**config.mk**
```make
export PLATFORM = sky130hd
export DESIGN_NAME = ntt_radix8_loader_flat
export DESIGN_NICKNAME = d
export VERILOG_FILES = /design/src/rtl/ntt_radix8_loader_pkg.sv /design/src/rtl/ntt_radix8_loader_if.sv /design/src/rtl/ntt_radix8_loader_mod_reduce.sv /design/src/rtl/ntt_radix8_loader.sv /design/src/flat_wrapper.sv
export SDC_FILE = /design/constraint.sdc
export NUM_CORES = 1
export LEC_CHECK = 0
export CORE_MARGIN = 2
export CORE_UTILIZATION = 40
export CTS_BUF_LIST = sky130_fd_sc_hd__clkbuf_2
export DETAILED_ROUTE_END_ITERATION = 8
export GPL_TIMING_DRIVEN = 0
export PLACE_DENSITY = 0.68
export SYNTH_ARGS = -nofsm -noshare
export SYNTH_HDL_FRONTEND = slang
export SYNTH_SLANG_ARGS = --single-unit
```
**constraint.sdc**
```tcl
create_clock -name clk -period 4.4 [get_ports clk]
set_input_delay 1.1 -clock clk [delete_from_list [all_inputs] [get_ports clk]]
set_output_delay 1.1 -clock clk [all_outputs]
set_load 0.05 [all_outputs]
```
**src/rtl/ntt_radix8_loader_pkg.sv**
```systemverilog
// ntt_radix8_loader_pkg
// Shared constants and helpers for the radix-8 NTT datapath.
//   DEF_WIDTH / DEF_Q / DEF_N : default coefficient width, modulus, frame length
//   LANES                     : butterfly lanes per group
//   mod_red_2q()              : conditional subtract [0,2Q) -> [0,Q); also used
//                               on butterfly outputs
//   lane_lsb()                : bit offset of a lane in a packed lane vector
package ntt_radix8_loader_pkg;

  localparam int unsigned DEF_WIDTH = 18;
  localparam int unsigned DEF_Q     = 65537;
  localparam int unsigned DEF_N     = 64;
  localparam int unsigned LANES     = 8;

  // Operates on 32-bit values so any WIDTH up to 32 can share it; callers
  // truncate the result back to their own width.
  function automatic logic [31:0] mod_red_2q(input logic [31:0] x, input logic [31:0] q);
    return (x >= q) ? (x - q) : x;
  endfunction

  function automatic int unsigned lane_lsb(input int unsigned lane, input int unsigned width);
    return lane * width;
  endfunction

endpackage

```
**src/rtl/ntt_radix8_loader_if.sv**
```systemverilog
// ntt_radix8_loader_if
// Coefficient input stream and packed group output of the NTT loader.
//   in_valid/in_ready/in_data          : one coefficient per transfer
//   out_valid/out_ready                : one 8-lane group per transfer
//   out_lanes                          : lane k at [k*WIDTH +: WIDTH]
//   out_group / out_last               : group index in frame, last-group flag
// Modports: master = producer/consumer side, slave = loader.
interface ntt_radix8_loader_if
  import ntt_radix8_loader_pkg::*;
#(
  parameter int unsigned WIDTH = DEF_WIDTH,
  parameter int unsigned GW    = 3
);

  logic                   in_valid;
  logic                   in_ready;
  logic [WIDTH-1:0]       in_data;
  logic                   out_valid;
  logic                   out_ready;
  logic [LANES*WIDTH-1:0] out_lanes;
  logic [GW-1:0]          out_group;
  logic                   out_last;

  modport master (
    output in_valid, in_data, out_ready,
    input  in_ready, out_valid, out_lanes, out_group, out_last
  );

  modport slave (
    input  in_valid, in_data, out_ready,
    output in_ready, out_valid, out_lanes, out_group, out_last
  );

endinterface

```
**src/rtl/ntt_radix8_loader_mod_reduce.sv**
```systemverilog
// ntt_radix8_loader_mod_reduce
// Combinational reducer from [0,2Q) to [0,Q) with out-of-range flag.
//   x    : input coefficient
//   y    : x >= Q ? x - Q : x, truncated to WIDTH
//   over : x >= 2Q (result is then not a proper residue)
module ntt_radix8_loader_mod_reduce
  import ntt_radix8_loader_pkg::*;
#(
  parameter int unsigned WIDTH = DEF_WIDTH,
  parameter int unsigned Q     = DEF_Q
) (
  input  logic [WIDTH-1:0] x,
  output logic [WIDTH-1:0] y,
  output logic             over
);

  assign y    = WIDTH'(mod_red_2q(32'(x), 32'(Q)));
  assign over = (33'(x) >= (33'(Q) << 1));

endmodule

```
**src/rtl/ntt_radix8_loader.sv**
```systemverilog
// ntt_radix8_loader
// Streaming front end of the radix-8 NTT core: reduces incoming coefficients,
// packs 8 of them per group into ping-pong banks and presents each group in
// parallel with its index within the frame.
//   clk, rst  : clock, synchronous active-high reset
//   clear     : synchronous flush of banks and counters (err_range kept)
//   bus       : ntt_radix8_loader_if slave (input stream, group output)
//   err_range : sticky, set when a sample >= 2Q was accepted
module ntt_radix8_loader
  import ntt_radix8_loader_pkg::*;
#(
  parameter int unsigned WIDTH = DEF_WIDTH,
  parameter int unsigned Q     = DEF_Q,
  parameter int unsigned N     = DEF_N
) (
  input  logic                 clk,
  input  logic                 rst,
  input  logic                 clear,
  ntt_radix8_loader_if.slave   bus,
  output logic                 err_range
);

  localparam int unsigned GROUPS = N / LANES;
  localparam int unsigned GW     = (GROUPS > 1) ? $clog2(GROUPS) : 1;
  localparam logic [GW-1:0] LAST_GRP = GW'(GROUPS - 1);

  logic [WIDTH-1:0] bank_q [2][LANES];
  logic             wr_bank;
  logic             rd_bank;
  logic [2:0]       wr_lane;
  logic [1:0]       full_cnt;
  logic [GW-1:0]    grp_q;

  logic [WIDTH-1:0] red_data;
  logic             red_over;
  logic             in_fire;
  logic             out_fire;
  logic             grp_done;

  ntt_radix8_loader_mod_reduce #(.WIDTH(WIDTH), .Q(Q)) u_red (
    .x    (bus.in_data),
    .y    (red_data),
    .over (red_over)
  );

  // Depends only on registered occupancy, never on out_ready.
  assign bus.in_ready  = (full_cnt != 2'd2) && !rst;
  assign bus.out_valid = (full_cnt != 2'd0);
  assign bus.out_group = grp_q;
  assign bus.out_last  = bus.out_valid && (grp_q == LAST_GRP);

  assign in_fire  = bus.in_valid && bus.in_ready;
  assign out_fire = bus.out_valid && bus.out_ready;
  assign grp_done = in_fire && (wr_lane == 3'd7);

  always_comb begin
    bus.out_lanes = '0;
    for (int unsigned k = 0; k < LANES; k++) begin
      bus.out_lanes[lane_lsb(k, WIDTH) +: WIDTH] = bank_q[rd_bank][3'(k)];
    end
  end

  always_ff @(posedge clk) begin
    if (rst || clear) begin
      for (int unsigned b = 0; b < 2; b++) begin
        for (int unsigned k = 0; k < LANES; k++) begin
          bank_q[b][k] <= '0;
        end
      end
      wr_bank  <= 1'b0;
      rd_bank  <= 1'b0;
      wr_lane  <= 3'd0;
      full_cnt <= 2'd0;
      grp_q    <= '0;
      if (rst) begin
        err_range <= 1'b0;
      end
    end else begin
      if (in_fire) begin
        bank_q[wr_bank][wr_lane] <= red_data;
        wr_lane <= wr_lane + 3'd1;
        if (red_over) begin
          err_range <= 1'b1;
        end
        if (wr_lane == 3'd7) begin
          wr_bank <= ~wr_bank;
        end
      end
      if (out_fire) begin
        rd_bank <= ~rd_bank;
        grp_q   <= (grp_q == LAST_GRP) ? '0 : grp_q + GW'(1);
      end
      // A group finishing while another leaves keeps occupancy unchanged.
      case ({grp_done, out_fire})
        2'b10:   full_cnt <= full_cnt + 2'd1;
        2'b01:   full_cnt <= full_cnt - 2'd1;
        default: full_cnt <= full_cnt;
      endcase
    end
  end

endmodule

```
**src/flat_wrapper.sv**
```systemverilog
// flat-port wrapper written by rule: the top's interface ports become plain ports
module ntt_radix8_loader_flat import ntt_radix8_loader_pkg::*;
#(
  parameter int unsigned WIDTH = DEF_WIDTH,
  parameter int unsigned Q     = DEF_Q,
  parameter int unsigned N     = DEF_N
)
  (clk, rst, clear, err_range, bus_in_valid, bus_in_data, bus_out_ready, bus_in_ready, bus_out_valid, bus_out_lanes, bus_out_group, bus_out_last);
  ntt_radix8_loader_if #(.WIDTH(WIDTH), .GW((3))) bus_i ();
  input  logic clk;
  input  logic rst;
  input  logic clear;
  output logic err_range;
  input wire logic [$bits(bus_i.in_valid)-1:0] bus_in_valid;
  input wire logic [$bits(bus_i.in_data)-1:0] bus_in_data;
  input wire logic [$bits(bus_i.out_ready)-1:0] bus_out_ready;
  output wire logic [$bits(bus_i.in_ready)-1:0] bus_in_ready;
  output wire logic [$bits(bus_i.out_valid)-1:0] bus_out_valid;
  output wire logic [$bits(bus_i.out_lanes)-1:0] bus_out_lanes;
  output wire logic [$bits(bus_i.out_group)-1:0] bus_out_group;
  output wire logic [$bits(bus_i.out_last)-1:0] bus_out_last;
  assign bus_i.in_valid = bus_in_valid;
  assign bus_i.in_data = bus_in_data;
  assign bus_i.out_ready = bus_out_ready;
  assign bus_in_ready = bus_i.in_ready;
  assign bus_out_valid = bus_i.out_valid;
  assign bus_out_lanes = bus_i.out_lanes;
  assign bus_out_group = bus_i.out_group;
  assign bus_out_last = bus_i.out_last;
  ntt_radix8_loader #(.WIDTH(WIDTH), .Q(Q), .N(N)) u_core (.clk(clk), .rst(rst), .clear(clear), .bus(bus_i), .err_range(err_range));
endmodule
```
==> results of run 1 <==
how the worst min path moves through the flow:
stage                      to            from  cells after the start  slack (ns)
6_report                 flop  u_core.rd_bank                      2        0.51
5_1_grt                  flop  u_core.rd_bank                      2        0.54
4_1_cts                  flop  u_core.rd_bank                      2        0.52
3_5_place_dp             flop  u_core.rd_bank                      2        0.49
3_3_place_gp   u_core.rd_bank  u_core.rd_bank                      2        0.49
2_1_floorplan            flop  u_core.rd_bank                      2        0.47
registers in the layout, indices dropped and copies added (netlist names), named ones only:
register / cells
u_core.bank_q: 288
u_core.bus.out_group: 3
u_core.wr_lane: 3
u_core.full_cnt: 2
u_core.err_range: 1
u_core.rd_bank: 1
u_core.wr_bank: 1
placed cells by master, fill, tap and decap left out, types with 5 or more instances in the layout:
cell type,n
nand2_1,22
o2111ai_2,5
nor3_1,5
clkdlybuf4s50_1,112
clkinv_1,15
nor2_1,21
dfxtp_1,11
buf_1,5
a21oi_1,184
ha_1,8
clkbuf_1,25
nand4_1,5
edfxtp_1,289
o211ai_2,5
inv_1,14
nand3_1,10
clkbuf_2,125
mux2_2,144
dlygate4sd2_1,60
or4_1,7
buf_8,6
area by class of cell:
type	count	area [um2]	share of cell area [%]
antenna	3	7.51	0.0472
multi-input combinational	492	3760	23.7
tap	402	503	3.16
timing repair buffer	180	1770	11.1
clock buffer	109	546	3.43
buffer	53	249	1.57
sequential	300	8900	56.0
inverter	14	52.6	0.331
clock inverter	21	108	0.677
worst reg2reg max path: stages (launching register included):
cell and delay, ns:
dfxtp_1 0.42, nand2b_1 0.27, and4_1 0.27, clkbuf_1 0.39, nand4_1 0.58, clkbuf_1 0.45, nand2_1 0.79
routing by layer:
metal	vias to the layer above	GRT usage (%)
li1	3892	-
met1	4380	27.6
met2	475	34.2
met3	68	4.20
met4	0	8.29
met5	-	0
kinds of logic (layout without fill, tap and decap cells):
logic type,after synthesis,after routing,synth area share [%]
compound gates,227,227,10.2
flops,300,300,69.0
simple gates,105,105,4.61
mux,147,147,12.8
other cells,0,3,0
xor+xnor,5,5,0.340
buf+inv,68,377,2.22
fa+ha+maj,8,8,0.777
power groups by stage:
stage	registers (W)	clock network, W	logic (W)
2_1_floorplan	0.00336	0	0.000401
3_3_place_gp	0.00337	0	0.000639
3_5_place_dp	0.00337	0	0.000661
4_1_cts	0.00331	0.00182	0.000645
5_1_grt	0.00332	0.00195	0.000671
6_report	0.00331	0.00179	0.000645
per-stage QoR:
stage / utilization (%) / worst slack (ns) / hold slack, ns
after floorplan: - / 0.880 / 0.472
after CTS: 50.2 / 0.00175 / 0.519
final: 50.3 / 0.249 / 0.514
after global routing: 50.2 / 0.133 / 0.542
after global placement: 47.8 / -0.903 / 0.489
after detailed placement: 48.3 / -0.205 / 0.491
timing repair:
item | 4_1_cts | 5_1_grt
setup endpoints to repair | 125 | 21
gates resized for setup | 74 | 2
hold buffers | 0 | 0
==> results.yml, run 1 <==
outcome:
  run_status: "completed"
run:
  timing.max_cap.violations: 0
die:
  rows: 65
  die_h_um: 184
  coreArea_um2: 31600
  fp.dieArea_um2: 33700
  start_util_pct: 40.7
  die_x_um: 184
  design.portCount: 174
logic_synthesis:
  avgSynthCellArea_um2: 15.0
  synth.largest_area_cell: "edfxtp_1"
  yosysSeqAreaShare_pct: 69.0
  synth-async-reset-ratio_pct: 0
  synth-seq-cells: 300
  synth_top_area_share_pct: 67.3
  synth_commonest_cells: "edfxtp_1 (289), a21oi_1 (186), mux2_2 (144)"
  synth_most_common_cell: "edfxtp_1"
  synth_area_leaders: "edfxtp_1 (67%), mux2_2 (13%), a21oi_1 (7.2%)"
  synth_flop_cell: "edfxtp_1"
  syn_nets: 891
  netlist_instances: 860
  synth_edf_count: 289
  synth_warnings: 0
  netlist_area_um2: 12900
  yosysUniqueCellTypes: 58
worst_setup_path:
  reg2reg_to: "u_core.bank_q[0][3]"
  r2r_setup_slack_ns: 0.81
  crit_buf_inv: 3
  path_cells: "clkbuf_2 > clkbuf_2 > mux2_2 > dlygate4sd2_1"
  critPathTopFamily: "buffers and inverters"
  rr_worst_depth: 6
  worst_ep_required_time_ns: 3.30
  cp-start-kind: "flop"
  worst_ep_arrival_time_ns: 3.05
  endpoint: "bus_out_lanes[61]"
  path_max_fanout: 10
  critPathMostFrequentCell: "clkbuf_2"
  slowest_delay_ns: 0.59
  crit_type: "reg -> out"
  worst-path-stages: 4
  worstReg2RegStart: "u_core.full_cnt[0]"
  endpoint_kind: "primary output"
  slowest_stage: "dfxtp_1"
pwr:
  sw_frac_of_total_pct: 27.3
  pwr-share-clk_pct: 31.1
  intPower_w: 0.00417
  total_power_w: 0.00574
  p_switching_w: 0.00157
  powerDensity_nw_per_um2: 361
  p_leak_nw: 6.25
  combinationalPowerShare_pct: 11.2
  vdd_drop_max_uv: 128
  p_seq_share_pct: 57.6
sta:
  slew_headroom_pct: 8.85
  fmax_mhz: 241
  period_share_pct: 94.3
  rsz0062_at_grt: "no"
  hold_viol: 0
  maxSlewViolCount: 0
  finalSetupTns_ns: 0
  post-route-min-period_ns: 4.15
  fin_worst_skew_ns: 0.0470
  setup_viol: 0
  worst_pin_slew_ns: 1.36
min_path:
  worstHoldPathType: "reg -> reg"
routing:
  wl_met3_mm: 3.20
  antenna_left: 0
  drt_iter0_markers: 838
  routed.top_layer: "met4"
  drtPass1Iterations: 6
  wl_per_cell_um: 22.9
  vias_per_cell: 5.60
  vias: 8815
  wl_met1_mm: 14.6
  wl_mm: 36.0
  drc: 0
  wl_met2_mm: 17.2
clock_network:
  cts_root_buf: "clkbuf_2"
  clock_latency_ns: 0.85
  numCtsBuffers: 72
  cts_max_level: 3
  cts.clk_slew.worst_paths_ns: 0.11
  cts_setup_buffers: 0
  clock_sinks: 300
  cts_tree: "done"
  clockBufferDepth: 3
grt:
  grt_first_pass_wirelength_mm: 51.5
  grt_max_degree: 19
  grt_usage_pct: 21.0
  antenna_found_initial: 1
  grt_pass1_vias: 8666
  grt-ovfl-total: 0
place:
  dp.cells: 1442
  port_buffers: 172
  globalplace.congestion: 0.902
  placed_area_um2: 15300
  dp_hpwl_mm: 25.1
layout:
  nets: 1144
  layout.cells.non_filler: 1574
  drive_gt1_share_pct: 27.8
  fillers: 2732
  area_delta_synth_final_pct: 23.4
  fin_area_um2: 15900
Note: power is estimated with default switching activity, not from simulation.
==> run 2, diff against run 1 <==
- CTS_BUF_LIST: sky130_fd_sc_hd__clkbuf_2 -> sky130_fd_sc_hd__clkbuf_16
- CTS_CLUSTER_DIAMETER: not set -> 40
==> results.yml, run 2 (synthesized netlist as in run 1, its figures left out) <==
outcome:
  run_status: "completed"
clock_network:
  cts.clk_slew.worst_paths_ns: 0.05
  holdBufCountCts: 0
  clock_sinks: 300
  clockBufferDepth: 3
  cts_root_buf: "clkbuf_16"
  numCtsBuffers: 34
  clock_latency_ns: 0.51
  cts_tree: "done"
  cts_setup_buffers: 0
  cts_max_level: 2
layout:
  drive_gt1_share_pct: 22.9
  layout_commonest_cell: "edfxtp_1"
  top_register: "u_core.bank_q"
  area_delta_synth_final_pct: 27.2
  fin_util_pct: 51.8
  n_antenna_cell: 0
  nets: 1107
  layout.cells.non_filler: 1502
  largest_reg_flops: 288
  layout_common_cells: "edfxtp_1 (289), a21oi_1 (184), clkdlybuf4s50_1 (172)"
worst_setup_path:
  worst_ep_required_time_ns: 3.30
  crit_type: "reg -> out"
  cp-start-kind: "flop"
  path_cells: "clkbuf_1 > clkbuf_2 > clkbuf_2 > mux2_2 > clkdlybuf4s50_1"
  critPathTopFamily: "buffers and inverters"
  worst_ep_arrival_time_ns: 3.14
  path_max_fanout: 10
  worstReg2RegStart: "u_core.full_cnt[0]"
  slowest_delay_ns: 0.71
  critPathMostFrequentCell: "clkbuf_2"
  slowest_stage: "clkdlybuf4s50_1"
  crit_buf_inv: 4
  endpoint_kind: "primary output"
sta:
  layout_setup_ws_ns: 0.161
  rsz0062_at_grt: "no"
  slew_headroom_pct: 6.38
  period_share_pct: 96.3
  hold_viol: 0
  fmax_mhz: 236
  maxSlewViolCount: 0
  worst_pin_slew_ns: 1.40
  fin_worst_skew_ns: 0.0116
  post-route-min-period_ns: 4.24
  setup_viol: 0
  finalSetupTns_ns: 0
grt:
  grt-ovfl-total: 0
  grt_max_degree: 19
  grt_first_pass_wirelength_mm: 51.0
  antenna_found_initial: 0
  grt_pass1_vias: 8329
  grt_usage_pct: 20.6
die:
  rows: 65
  design.portCount: 174
  fp.dieArea_um2: 33700
  die_x_um: 184
  die_h_um: 184
  coreArea_um2: 31600
  start_util_pct: 40.7
pwr:
  total_power_w: 0.00669
  powerDensity_nw_per_um2: 408
  vdd_drop_max_uv: 239
  p_leak_nw: 6.07
routing:
  antenna_left: 0
  drtPass1Iterations: 5
  drc: 0
  vias: 8470
  vias_per_cell: 5.64
  wl_mm: 35.6
  drt_iter0_markers: 895
  wl_per_cell_um: 23.7
place:
  post-place-ws_ns: -0.205
  dp.cells: 1442
  globalplace.congestion: 0.902
  port_buffers: 172
  dp_hpwl_mm: 25.1
run:
  timing.max_cap.violations: 0
min_path:
  worstHoldPathType: "reg -> reg"
  hp-start: "u_core.rd_bank"
-- run 2: changes by cell type in the layout (fill, tap and decap cells not counted), sizes merged --
cell	before	now
diode	3	0
inv	17	22
clkdlybuf4s50	112	172
clkbuf	150	79
dlygate4sd2	60	0
clkinv	17	14
-- run 2: metal layers --
layer | vias up | track usage [%] | share of wire, %
met5 | - | 0 | 0
met4 | 0 | 7.14 | 2.9
met3 | 65 | 3.11 | 8.2
met2 | 412 | 34.1 | 48
met1 | 4218 | 27.9 | 41
li1 | 3775 | - | -
-- run 2: area by class of cell --
cell class / instances / area, um2
fillers: 2607 / 15200
flip-flops and latches: 300 / 8900
multi-input cells: 492 / 3760
repair buffers: 180 / 1850
clock buffers: 37 / 926
well taps: 402 / 503
plain buffers: 54 / 243
clock inverters: 23 / 164
inverters: 14 / 52.6
-- run 2: metrics by stage --
stage	area, um2	hold slack (ns)
after floorplan	12900	0.472
after global placement	15100	0.489
after detailed placement	15300	0.491
after CTS	16400	0.505
after global routing	16400	0.525
final	16400	0.502
-- run 2: worst min-delay path, stage by stage (launching register included) --
cell and delay (ns):
dfxtp_1 0.32, xor2_1 0.08, nor2_1 0.07
-- run 2: path summary, 6_finish.rpt --
kind / to / slack (ns) / depth (start not counted)
max: bus_out_lanes[89] / 0.16 / 5
min: flop / 0.50 / 2
max reg2reg: u_core.bank_q[0][12] / 0.87 / 6
min reg2reg: flop / 0.50 / 2
-- run 2: report_power, final --
part | internal, W | switching (W)
clock | 0.00159 | 0.00113
sequential | 0.00328 | 0.0000345
combinational | 0.000200 | 0.000463
-- run 2: repair_timing --
action	4_1_cts	5_1_grt
pin swaps	0	0
gates resized for setup	5	4
endpoints found under the setup margin	60	20
